--- config.mk ---
export PLATFORM = sky130hd
export DESIGN_NAME = fetch_unit_flat
export DESIGN_NICKNAME = d
export VERILOG_FILES = /design/src/rtl/fetch_unit_pkg.sv /design/src/rtl/fetch_unit_if.sv /design/src/rtl/fetch_unit_next_pc_sel.sv /design/src/rtl/fetch_unit.sv /design/src/flat_wrapper.sv
export SDC_FILE = /design/constraint.sdc
export NUM_CORES = 1
export LEC_CHECK = 0
export ABC_AREA = 1
export CORE_MARGIN = 2
export CORE_UTILIZATION = 40
export CTS_CLUSTER_DIAMETER = 120
export DETAILED_ROUTE_END_ITERATION = 8
export PLACE_DENSITY = 0.73
export SETUP_SLACK_MARGIN = 0.2
export SYNTH_ARGS = -nofsm -noshare
export SYNTH_HDL_FRONTEND = slang
export SYNTH_SLANG_ARGS = --single-unit
--- constraint.sdc ---
create_clock -name clock -period 2.7 [get_ports clock]
set_clock_uncertainty 0.05 [all_clocks]
set_input_delay 0.27 -clock clock [delete_from_list [all_inputs] [get_ports clock]]
set_output_delay 0.27 -clock clock [all_outputs]
set_load 0.05 [all_outputs]
--- src/rtl/fetch_unit_pkg.sv ---
// Shared definitions for the fetch unit and the decoder: control-transfer
// encodings, FSM state codes and the default reset/exception vectors.
package fetch_unit_pkg;

  typedef enum logic [1:0] {
    CT_SEQ    = 2'd0,
    CT_BRANCH = 2'd1,
    CT_JUMP   = 2'd2,
    CT_JR     = 2'd3
  } ctrl_t;

  typedef enum logic {
    ST_FETCH = 1'b0,
    ST_EXEC  = 1'b1
  } state_t;

  localparam logic [31:0] RESET_PC_DEFAULT = 32'h00400000;
  localparam logic [31:0] EXC_PC_DEFAULT   = 32'h80000180;

  // Branch displacement: sign-extended 16-bit word offset turned into bytes.
  function automatic logic [31:0] branch_offset(input logic [15:0] imm);
    return {{14{imm[15]}}, imm, 2'b00};
  endfunction

endpackage

--- src/rtl/fetch_unit_if.sv ---
// Instruction-memory read port: request/address out, ack/data back.
interface fetch_unit_if;
  logic        imem_req;
  logic [31:0] imem_addr;
  logic        imem_ack;
  logic [31:0] imem_rdata;

  modport master (output imem_req, imem_addr, input imem_ack, imem_rdata);
  modport slave  (input imem_req, imem_addr, output imem_ack, imem_rdata);
endinterface

--- src/rtl/fetch_unit_next_pc_sel.sv ---
// Combinational next-PC selection from the decoder's control-transfer type.
module next_pc_sel
  import fetch_unit_pkg::*;
(
  input  logic [31:0] pc_plus4,
  input  logic [31:0] inst,
  input  logic [31:0] rs_data,
  input  ctrl_t       control_type,
  output logic [31:0] next_pc
);

  // Pick the target; jr silently drops the two low address bits.
  always_comb begin
    next_pc = pc_plus4;
    unique case (control_type)
      CT_SEQ:    next_pc = pc_plus4;
      CT_BRANCH: next_pc = pc_plus4 + branch_offset(inst[15:0]);
      CT_JUMP:   next_pc = {pc_plus4[31:28], inst[25:0], 2'b00};
      CT_JR:     next_pc = {rs_data[31:2], 2'b00};
      default:   next_pc = pc_plus4;
    endcase
  end

endmodule

--- src/rtl/fetch_unit.sv ---
// Two-state fetch/execute sequencer: fetches one instruction, holds it for
// the execute stage, then advances the PC (or vectors to the exception PC).
module fetch_unit
  import fetch_unit_pkg::*;
#(
  parameter logic [31:0] RESET_PC = RESET_PC_DEFAULT,
  parameter logic [31:0] EXC_PC   = EXC_PC_DEFAULT
) (
  input  logic               clock,
  input  logic               reset,
  fetch_unit_if.master       imem,
  output logic [31:0]        inst,
  output logic               inst_valid,
  input  logic               exec_done,
  input  logic [1:0]         control_type,
  input  logic               except,
  input  logic [31:0]        rs_data,
  output logic [31:0]        pc,
  output logic [31:0]        pc_plus4,
  output logic [31:0]        epc
);

  state_t      state_reg, state_next;
  logic [31:0] pc_reg, pc_next;
  logic [31:0] inst_reg, inst_next;
  logic [31:0] epc_reg, epc_next;
  logic [31:0] sel_pc;
  // Low until the first edge after reset release, so an ack that coincides
  // with the release cycle is not mistaken for a response to a real request.
  logic        armed_reg;

  assign pc             = pc_reg;
  assign pc_plus4       = pc_reg + 32'd4;
  assign inst           = inst_reg;
  assign epc            = epc_reg;
  assign imem.imem_addr = pc_reg;

  next_pc_sel u_next_pc_sel (
    .pc_plus4     (pc_plus4),
    .inst         (inst_reg),
    .rs_data      (rs_data),
    .control_type (ctrl_t'(control_type)),
    .next_pc      (sel_pc)
  );

  // State and datapath registers with asynchronous reset.
  always_ff @(posedge clock or negedge reset) begin
    if (!reset) begin
      state_reg <= ST_FETCH;
      pc_reg    <= RESET_PC;
      inst_reg  <= 32'd0;
      epc_reg   <= 32'd0;
      armed_reg <= 1'b0;
    end else begin
      state_reg <= state_next;
      pc_reg    <= pc_next;
      inst_reg  <= inst_next;
      epc_reg   <= epc_next;
      armed_reg <= 1'b1;
    end
  end

  // Next-state, datapath updates and handshake outputs.
  always_comb begin
    state_next    = state_reg;
    pc_next       = pc_reg;
    inst_next     = inst_reg;
    epc_next      = epc_reg;
    imem.imem_req = 1'b0;
    inst_valid    = 1'b0;
    unique case (state_reg)
      ST_FETCH: begin
        imem.imem_req = 1'b1;
        if (imem.imem_ack && armed_reg) begin
          inst_next  = imem.imem_rdata;
          state_next = ST_EXEC;
        end
      end
      ST_EXEC: begin
        inst_valid = 1'b1;
        if (exec_done) begin
          state_next = ST_FETCH;
          if (except) begin
            pc_next  = EXC_PC;
            epc_next = pc_reg;
          end else begin
            pc_next = sel_pc;
          end
        end
      end
      default: state_next = ST_FETCH;
    endcase
  end

endmodule

--- src/flat_wrapper.sv ---
// flat-port wrapper written by rule: the top's interface ports become plain ports
module fetch_unit_flat import fetch_unit_pkg::*;
#(
  parameter logic [31:0] RESET_PC = RESET_PC_DEFAULT,
  parameter logic [31:0] EXC_PC   = EXC_PC_DEFAULT
)
  (clock, reset, inst, inst_valid, exec_done, control_type, except, rs_data, pc, pc_plus4, epc, imem_imem_req, imem_imem_addr, imem_imem_ack, imem_imem_rdata);
  fetch_unit_if imem_i ();
  input  logic clock;
  input  logic reset;
  output logic [31:0] inst;
  output logic inst_valid;
  input  logic exec_done;
  input  logic [1:0] control_type;
  input  logic except;
  input  logic [31:0] rs_data;
  output logic [31:0] pc;
  output logic [31:0] pc_plus4;
  output logic [31:0] epc;
  output wire logic [$bits(imem_i.imem_req)-1:0] imem_imem_req;
  output wire logic [$bits(imem_i.imem_addr)-1:0] imem_imem_addr;
  input wire logic [$bits(imem_i.imem_ack)-1:0] imem_imem_ack;
  input wire logic [$bits(imem_i.imem_rdata)-1:0] imem_imem_rdata;
  assign imem_imem_req = imem_i.imem_req;
  assign imem_imem_addr = imem_i.imem_addr;
  assign imem_i.imem_ack = imem_imem_ack;
  assign imem_i.imem_rdata = imem_imem_rdata;
  fetch_unit #(.RESET_PC(RESET_PC), .EXC_PC(EXC_PC)) u_core (.clock(clock), .reset(reset), .imem(imem_i), .inst(inst), .inst_valid(inst_valid), .exec_done(exec_done), .control_type(control_type), .except(except), .rs_data(rs_data), .pc(pc), .pc_plus4(pc_plus4), .epc(epc));
endmodule
==> reports/qor.yml, run 1 <==
status:
  outcome: "finished, violations left"
  failed_checks: "negative hold slack, negative setup slack"
setup_path:
  critPathSlowestCell: "dfrtp_2"
  critPathBufInv: 5
  end_kind: "register"
  ff2ff_setup_slack_ns: -0.38
  critPathKind: "register to register"
  path_cells: "clkinvlp_4 -> nor2_4 -> inv_2 -> nor2_4 -> xor2_2 -> inv_2 -> ha_4 -> a21oi_2 -> buf_4 -> o21bai_2 -> buf_4 -> nor2_2 -> a21oi_2 -> o21ai_0 -> o21bai_1 -> nand2_1 -> nand2_1"
  critical-path-max-stage-delay_ns: 0.43
  critPathMaxFanout: 4
  crit_family: "compound AO/OA/AOI/OAI gates"
  critPathLaunchType: "register"
  arrival_ns: 3.33
  rr_endpoint: "u_core.imem.imem_addr[16]"
  r2r_start: "u_core.imem.imem_addr[2]"
  reg2regPathDepth: 17
  cp_data_required_time_ns: 2.95
timing:
  min_period_ns: 3.08
  tightest_slew_ns: 0.897
  period_share: 1.14
  fin_ws_ns: -0.376
  holdWs_ns: -0.0128
  setup_violations: 26
  rsz0062_at_grt: "yes"
  slew_viol_final: 0
  max_freq_mhz: 325
  hold_viol: 26
  slew_headroom: 0.402
place:
  routabilityCongestion: 0.942
  pre_cts_slack_ns: -0.545
  portBuffers: 222
  dp_hpwl_um: 22600
floorplan:
  die_w_um: 142
  core_area_um2: 18600
  io_pins: 233
  start_util: 0.406
  dieArea_um2: 20000
  dieHeight_um: 142
  rows: 50
clocking:
  holdBufCountCts: 0
  clk_pin_slew_worst_paths_ns: 0.07
  cts_tree: "yes"
  ctsLongestPathBuffers: 2
  clkLatencyLatePin_ns: 0.37
  cts.sinks: 94
  h-tree-depth: 3
  root_buffer: "clkbuf_16"
  numCtsBuffers: 9
routing:
  remaining_drc_errors: 0
  drtIter0Drc: 786
  vias_per_cell: 5.20
  totalWireLength_um: 31700
  wire_per_inst_um: 17.7
  ant_nets: 0
  drt_pass1_iterations: 6
  vias: 9292
power:
  leakage_nw: 6.49
  cellPowerDensity_nw_per_um2: 929
  total_power_w: 0.0127
  worst_ir_drop_vdd_uv: 449
synth:
  synthDistinctLibCells: 43
  synthMuxAreaShare: 0.0447
  synth_top_area_share: 0.308
  yosysSeqAreaShare: 0.311
  synth_top_family_by_area: "simple AND/OR/NAND/NOR gates"
  synthTopCellsByArea: "dfrtp_1 (31%), nand2_1 (17%), inv_1 (6.9%), ha_1 (6.0%), o21ai_0 (5.3%)"
  synth_simple_gate_area_frac: 0.308
  synth_compound_area_frac: 0.128
  synthCells: 1114
  synth_top_cell_by_area: "dfrtp_1"
  synth_fa_ha_area_frac: 0.0622
  synth-seq-cells: 94
  avgSynthCellArea_um2: 6.79
  ys_warn_count: 0
  syn_area_um2: 7560
  synth-xor-area-share: 0.0232
job:
  maxCapViolCount: 0
min_path:
  hp-class: "input pin to asynchronous set/reset pin"
grt:
  grt_pass1_vias: 8877
  overflow: 0
  grt_pass1_wl_um: 47000
  antenna_found_initial: 0
  grt_max_degree: 66
  grt_util_all_layers: 0.304
layout:
  fillers: 1366
  seq_area_um2: 2360
  area_growth_pct: 80.1
  multi_input_comb_area_um2: 5810
  layout-drive-gt1-share: 0.407
  final_nets: 1655
  diodes: 0
  largest_reg_flops: 32
==> worst max-delay path by stage <==
stage	cells past startpoint	slack, ns	startpoint	endpoint
after floorplan	18	-0.62	u_core.imem.imem_addr[2]	u_core.imem.imem_addr[24]
after global placement	19	-0.45	u_core.imem.imem_addr[4]	u_core.imem.imem_addr[21]
after detailed placement	19	-0.55	u_core.imem.imem_addr[14]	u_core.imem.imem_addr[21]
after CTS	19	-0.17	u_core.imem.imem_addr[2]	u_core.imem.imem_addr[30]
after global routing	16	-0.49	u_core.imem.imem_addr[2]	u_core.imem.imem_addr[16]
final	17	-0.38	u_core.imem.imem_addr[2]	u_core.imem.imem_addr[16]
==> worst reg2reg max path, cell delays in order, from the launching register on <==
cell	delay, ns
dfrtp_2	0.43
clkinvlp_4	0.14
nor2_4	0.18
inv_2	0.08
nor2_4	0.15
xor2_2	0.23
inv_2	0.11
ha_4	0.30
a21oi_2	0.06
buf_4	0.13
o21bai_2	0.20
buf_4	0.15
nor2_2	0.04
a21oi_2	0.18
o21ai_0	0.16
o21bai_1	0.26
nand2_1	0.08
nand2_1	0.06
==> synth_stat cells, drive strengths merged <==
| library cell | instances |
|---|---|
| xnor2 | 3 |
| a21oi | 63 |
| conb | 2 |
| nor4 | 1 |
| o32ai | 1 |
| xor2 | 17 |
| nand3b | 2 |
| a21o | 2 |
| nand2 | 360 |
| inv | 144 |
| mux2 | 30 |
| and2 | 6 |
| dfrtp | 93 |
| nand4 | 10 |
| nor2 | 92 |
| o211ai | 6 |
| nor3 | 16 |
| nand3 | 58 |
| ha | 36 |
| o21bai | 9 |
| o2111ai | 2 |
| a221oi | 2 |
| dfstp | 1 |
| o22ai | 3 |
| fa | 1 |
| o21ai | 88 |
| o21a | 2 |
| or2 | 2 |
| clkbuf | 18 |
| buf | 44 |
==> cells by family (layout without fill, tap and decap cells) <==
kind of cell	after synthesis	count (layout)
AO/OA/AOI/OAI	178	178
XOR/XNOR	20	20
adder cells (fa/ha/maj)	37	37
buffers and inverters	206	637
flip-flops	94	94
multiplexers	30	30
other	2	9
AND/OR/NAND/NOR	547	547
==> report_power, final <==
group,internal (W),switching [W]
logic,0.00369,0.00550
registers,0.00176,0.000331
clock network,0.000727,0.000642
==> cells in the final DEF, fill, tap and decap left out, drive strengths merged, types with 4 or more instances in the layout <==
cell and count:
ha 36, xor2 17, dfrtp 93, inv 143
clkinvlp 4, o21bai 9, clkdlybuf4s50 192, mux2 30
nand4 10, nor2 92, buf 284, nand3 58
a21oi 63, o211ai 6, clkbuf 10, nor3 16
conb 9, and2 6, nand2 360, o21ai 88
==> metal layers <==
metal  global-route usage  vias to the layer above  wire length, µm
li1                     -                     4387                -
met1                0.406                     4378            13100
met2                0.511                      444            15300
met3               0.0358                       83             2240
met4                0.105                        0             1120
met5                    0                        -                0
==> through the flow <==
stage	util	std cells	setup TNS [ns]	cell area, µm²
after detailed placement	0.622	1714	-7.69	11600
after global routing	0.731	1786	-8.73	13600
after global placement	0.622	1714	-6.33	11600
after CTS	0.710	1770	-2.37	13200
final	0.731	1786	-5.17	13600
after floorplan	-	1121	-12.60	7920
==> layout make-up <==
cell class / instances / area share
tap: 234 / 0.0215
clock inverter: 6 / 0.00505
clock buffer: 10 / 0.0168
timing repair buffer: 477 / 0.315
inverter: 144 / 0.0414
sequential: 94 / 0.174
multi-input combinational: 821 / 0.426
==> timing repair <==
action,in CTS,in global routing
gates resized for setup,266,69
gates cloned,0,0
setup buffers,40,16
setup endpoints to repair,37,42
hold endpoints to repair,0,0
pin swaps,116,34
(Power assumes the default switching activity.)
==> run 2: changes to the inputs <==
Settings changed: PLACE_DENSITY 0.73 to 0.74.
==> run 2 against run 1 <==
The flow finishes with violations (negative setup slack). Critical path depth up 6. Design area increased by 0.75%. Combinational power increased by 2%. Register-to-register slack barely moved. Global-route usage down 0.63 points. First-iteration DRC count increased by 16%. Utilization rose by 0.55 points. Power increased by 0.43%. Count of clock-buffer cells in the layout is the same. Wire length is 3.1% higher. Critical path type unchanged.
==> reports/qor.yml, run 2 (synthesis results as in run 1) <==
routing:
  totalWireLength_um: 32700
  wire_per_inst_um: 18.4
  drt_pass1_iterations: 5
  vias_per_cell: 5.32
  drtIter0Drc: 912
  ant_nets: 0
  vias: 9472
  remaining_drc_errors: 0
layout:
  diodes: 0
  stdcell_count: 1780
  final_nets: 1649
  final_area_um2: 13700
  area_growth_pct: 81.5
  fillers: 1340
  utilization: 0.736
  final_cell_mix: "nand2_1 (266), buf_4 (234), clkdlybuf4s50_1 (193)"
  layout-drive-gt1-share: 0.412
  largest_reg_flops: 32
  final_common_cell: "nand2_1"
floorplan:
  rows: 50
  io_pins: 233
  die_w_um: 142
  dieArea_um2: 20000
  dieHeight_um: 142
  start_util: 0.406
  core_area_um2: 18600
power:
  leakage_nw: 6.54
  cellPowerDensity_nw_per_um2: 926
  total_power_w: 0.0127
  worst_ir_drop_vdd_uv: 443
clocking:
  ctsLongestPathBuffers: 2
  h-tree-depth: 3
  clk_pin_slew_worst_paths_ns: 0.07
  clkLatencyLatePin_ns: 0.36
  cts.sinks: 94
  numCtsBuffers: 9
  cts_tree: "yes"
  root_buffer: "clkbuf_16"
timing:
  rsz0062_at_grt: "yes"
  setup_violations: 23
  slew_headroom: 0.449
  holdWs_ns: 0.431
  hold_viol: 0
  fin_ws_ns: -0.369
  max_freq_mhz: 326
  tightest_slew_ns: 0.827
  period_share: 1.14
  min_period_ns: 3.07
  slew_viol_final: 0
min_path:
  min-delay-start: "imem_imem_rdata[1]"
  hp-class: "input pin to register"
place:
  dp_hpwl_um: 22800
  routabilityCongestion: 0.959
  dpl_cell_area_um2: 11600
  portBuffers: 222
  dp_cells: 1710
setup_path:
  critPathLaunchType: "register"
  crit_path_start: "u_core.imem.imem_addr[5]"
  cp_common_cell: "nand2_1"
  critical-path-max-stage-delay_ns: 0.40
  critPathSlowestCell: "dfrtp_2"
  critPathBufInv: 6
  path_cells: "nand2_2 -> buf_4 -> inv_1 -> nand2_4 -> nor2_8 -> nand4_1 -> nand2_2 -> clkinvlp_4 -> ha_4 -> nand2_4 -> buf_4 -> nor2_4 -> nand2_2 -> nand2_1 -> nand2_1 -> nand2_2 -> inv_2 -> nand2_1 -> nand2_1 -> nand3_1 -> nand3_1 -> nand2_1 -> inv_1"
  arrival_ns: 3.28
  crit_family: "simple AND/OR/NAND/NOR gates"
  cp_data_required_time_ns: 2.91
  r2r_start: "u_core.imem.imem_addr[5]"
  critPathMaxFanout: 5
  critPathKind: "register to register"
  end_kind: "register"
status:
  failed_checks: "negative setup slack"
  outcome: "finished, violations left"
job:
  maxCapViolCount: 0
grt:
  antenna_found_initial: 0
  grt_pass1_wl_um: 46300
  grt_util_all_layers: 0.298
  overflow: 0
  grt_pass1_vias: 8739
  grt_max_degree: 63
run 2: worst paths after layout:
check                                                  to  slack, ns  cells after the start
worst max-delay path            u_core.imem.imem_addr[31]      -0.37                     23
worst min-delay path                       u_core.inst[1]       0.43                      3
worst max register to register  u_core.imem.imem_addr[31]      -0.37                     23
worst min register to register             u_core.epc[15]       0.44                      2
max in group asynchronous       u_core.imem.imem_addr[17]       1.33                      3
min in group asynchronous                 u_core.inst[28]       0.49                      2
run 2: per-layer routing:
layer / up-vias / GRT usage / wire length, µm
li1: 4371 / - / -
met1: 4532 / 0.408 / 13400
met2: 469 / 0.493 / 15800
met3: 100 / 0.0314 / 2290
met4: 0 / 0.100 / 1170
met5: - / 0 / 0
run 2: what timing repair did:
| action | CTS | global route |
|---|---|---|
| setup buffers | 25 | 28 |
| hold buffers | 1 | 0 |
| hold endpoints to repair | 21 | 0 |
| resized for setup | 162 | 204 |
| pin swaps | 59 | 94 |
| setup endpoints to repair | 34 | 42 |
run 2: worst register-to-register path, delay by kind of cell (launching register included):
kind | cells | cell delay, ns
fa+ha+maj | 1 | 0.36
buf+inv | 6 | 0.64
flops | 1 | 0.40
simple gates | 16 | 1.48
run 2: power by group:
| part | switching [W] | internal [W] |
|---|---|---|
| registers | 0.000310 | 0.00176 |
| clock network | 0.000640 | 0.000634 |
| logic | 0.00561 | 0.00375 |
| total | 0.00656 | 0.00615 |
run 2: final cells by class:
class,instances,area (µm²),share of cell area
Multi-Input combinational cell,821,5930,0.432
Sequential cell,94,2360,0.172
Clock buffer,10,229,0.0167
Inverter,144,557,0.0406
Tap cell,234,293,0.0213
Clock inverter,6,45.0,0.00328
Timing Repair Buffer,471,4310,0.314
run 2: per-stage QoR:
stage | TNS, ns | worst slack (ns)
finish | -5.85 | -0.369
floorplan | -12.60 | -0.618
global route | -8.86 | -0.512
CTS | -3.16 | -0.227
detailed placement | -7.59 | -0.597
global placement | -6.39 | -0.507
==> run 3: changes to the inputs <==
Settings changed: PLACE_DENSITY 0.74 to 0.7.
==> run 3 against run 2 <==
Fmax is 1.6% lower. The run still ends with negative setup slack left. Power up 5.3%. Largest cell class unchanged. Cell count up 0.62%. Critical path type unchanged. Critical endpoint is now u_core.imem.imem_addr[27].
==> reports/qor.yml, run 3 (synthesis results as in run 1) <==
timing:
  fin_ws_ns: -0.419
  setup_violations: 28
  period_share: 1.16
  rsz0062_at_grt: "yes"
  slew_viol_final: 0
  holdWs_ns: 0.432
  max_freq_mhz: 321
  fin_tns_setup_ns: -7.37
  tightest_slew_ns: 1.05
  min_period_ns: 3.12
  hold_viol: 0
  slew_headroom: 0.303
power:
  worst_ir_drop_vdd_uv: 516
  leakage_nw: 6.75
  cellPowerDensity_nw_per_um2: 938
place:
  dp_hpwl_um: 23000
  portBuffers: 222
  dp_cells: 1712
  routabilityCongestion: 0.962
  pre_cts_slack_ns: -0.527
setup_path:
  ff2ff_setup_slack_ns: -0.42
  reg2regPathDepth: 19
  end_kind: "register"
  arrival_ns: 3.33
  cp-endpoint: "u_core.imem.imem_addr[27]"
  critPathKind: "register to register"
  crit_path_start: "u_core.imem.imem_addr[12]"
  rr_endpoint: "u_core.imem.imem_addr[27]"
  cp_data_required_time_ns: 2.91
  critPathLaunchType: "register"
  r2r_start: "u_core.imem.imem_addr[12]"
  critPathMaxFanout: 5
status:
  outcome: "finished, violations left"
  failed_checks: "negative setup slack"
routing:
  drt_pass1_iterations: 8
  remaining_drc_errors: 0
  totalWireLength_um: 33100
  vias: 9530
  ant_nets: 0
  drtIter0Drc: 791
  wire_per_inst_um: 18.5
  vias_per_cell: 5.32
layout:
  stdcell_count: 1791
  final_nets: 1660
  largest_reg_flops: 32
  area_growth_pct: 88.7
  diodes: 0
  final_cell_mix: "nand2_1 (249), buf_4 (219), clkdlybuf4s50_1 (192)"
  final_common_cell: "nand2_1"
  utilization: 0.766
  layout-drive-gt1-share: 0.450
floorplan:
  die_w_um: 142
  dieArea_um2: 20000
  dieHeight_um: 142
  io_pins: 233
  core_area_um2: 18600
  rows: 50
  start_util: 0.406
clocking:
  clkLatencyLatePin_ns: 0.36
  root_buffer: "clkbuf_16"
  numCtsBuffers: 9
  clk_pin_slew_worst_paths_ns: 0.07
  cts_tree: "yes"
  h-tree-depth: 3
  cts.sinks: 94
  ctsLongestPathBuffers: 2
grt:
  grt_pass1_wl_um: 46700
  grt_pass1_vias: 8785
  overflow: 0
  antenna_found_initial: 0
  grt_max_degree: 56
  grt_util_all_layers: 0.299
min_path:
  hp-class: "input pin to register"
job:
  maxCapViolCount: 0
## run 3: cell count changes in the layout (fill, tap and decap cells not counted), sizes merged
cell           change
bufinv             +1
clkdlybuf4s50      -1
clkinv             -2
clkbuf             +1
buf               +12
## run 3: timing repair
item                       CTS  global route
hold buffers                 1             0
gates resized for setup    232           237
hold endpoints to repair    43             0
setup endpoints to repair   39            45
pin swaps                   75           141
setup buffers               25            37
## run 3: final cells by class
cell class | instances | area, µm²
sequential | 94 | 2360
multi-input combinational | 821 | 6240
clock buffer | 11 | 243
clock inverter | 5 | 65.1
fill | 1272 | 4370
inverter | 144 | 564
timing repair buffer | 482 | 4500
tap | 234 | 293
## run 3: worst min path at each step
| stage | startpoint | endpoint | slack (ns) | cells after the start |
|---|---|---|---|---|
| after global routing | u_core.epc[7] | u_core.epc[7] | 0.45 | 2 |
| after global placement | reset | u_core.inst[29] | 0.29 | 1 |
| final | imem_imem_rdata[8] | u_core.inst[8] | 0.43 | 3 |
| after detailed placement | reset | u_core.armed_reg | 0.29 | 1 |
| after floorplan | reset | u_core.armed_reg | -0.08 | 0 |
| after CTS | imem_imem_rdata[0] | u_core.inst[0] | 0.43 | 3 |
## run 3: layer usage
layer / global-route usage / part of all wire
met2: 0.482 / 0.48
met5: 0 / 0
met3: 0.0513 / 0.069
met4: 0.117 / 0.038
met1: 0.402 / 0.42
## run 3: worst max-delay path: stages, from the launching register on
cell        delay [ns]
dfrtp_2           0.40
nand2_1           0.15
nor2_2            0.21
nand2_2           0.15
nor2_8            0.20
nand4_1           0.12
nand2_2           0.14
clkinvlp_4        0.20
ha_4              0.36
nand2_4           0.08
nor2_4            0.16
nand2_2           0.09
nor3_2            0.21
nand2_2           0.11
nand2_1           0.07
nand2_1           0.06
nand3_2           0.06
nand2_2           0.05
nand2_1           0.08
nand2_1           0.05
## run 3: metrics by stage
stage,total power [W],cell area [µm²]
2_1_floorplan,0.00661,7920
3_3_place_gp,0.00952,11600
3_5_place_dp,0.00957,11600
4_1_cts,0.0120,13100
5_1_grt,0.0140,14300
6_report,0.0134,14300
## run 3: power breakdown
group          switching, W  internal, W  total [W]
clock network      0.000624     0.000755    0.00138
logic               0.00587      0.00402    0.00989
registers          0.000352      0.00176    0.00212
total               0.00684      0.00654     0.0134
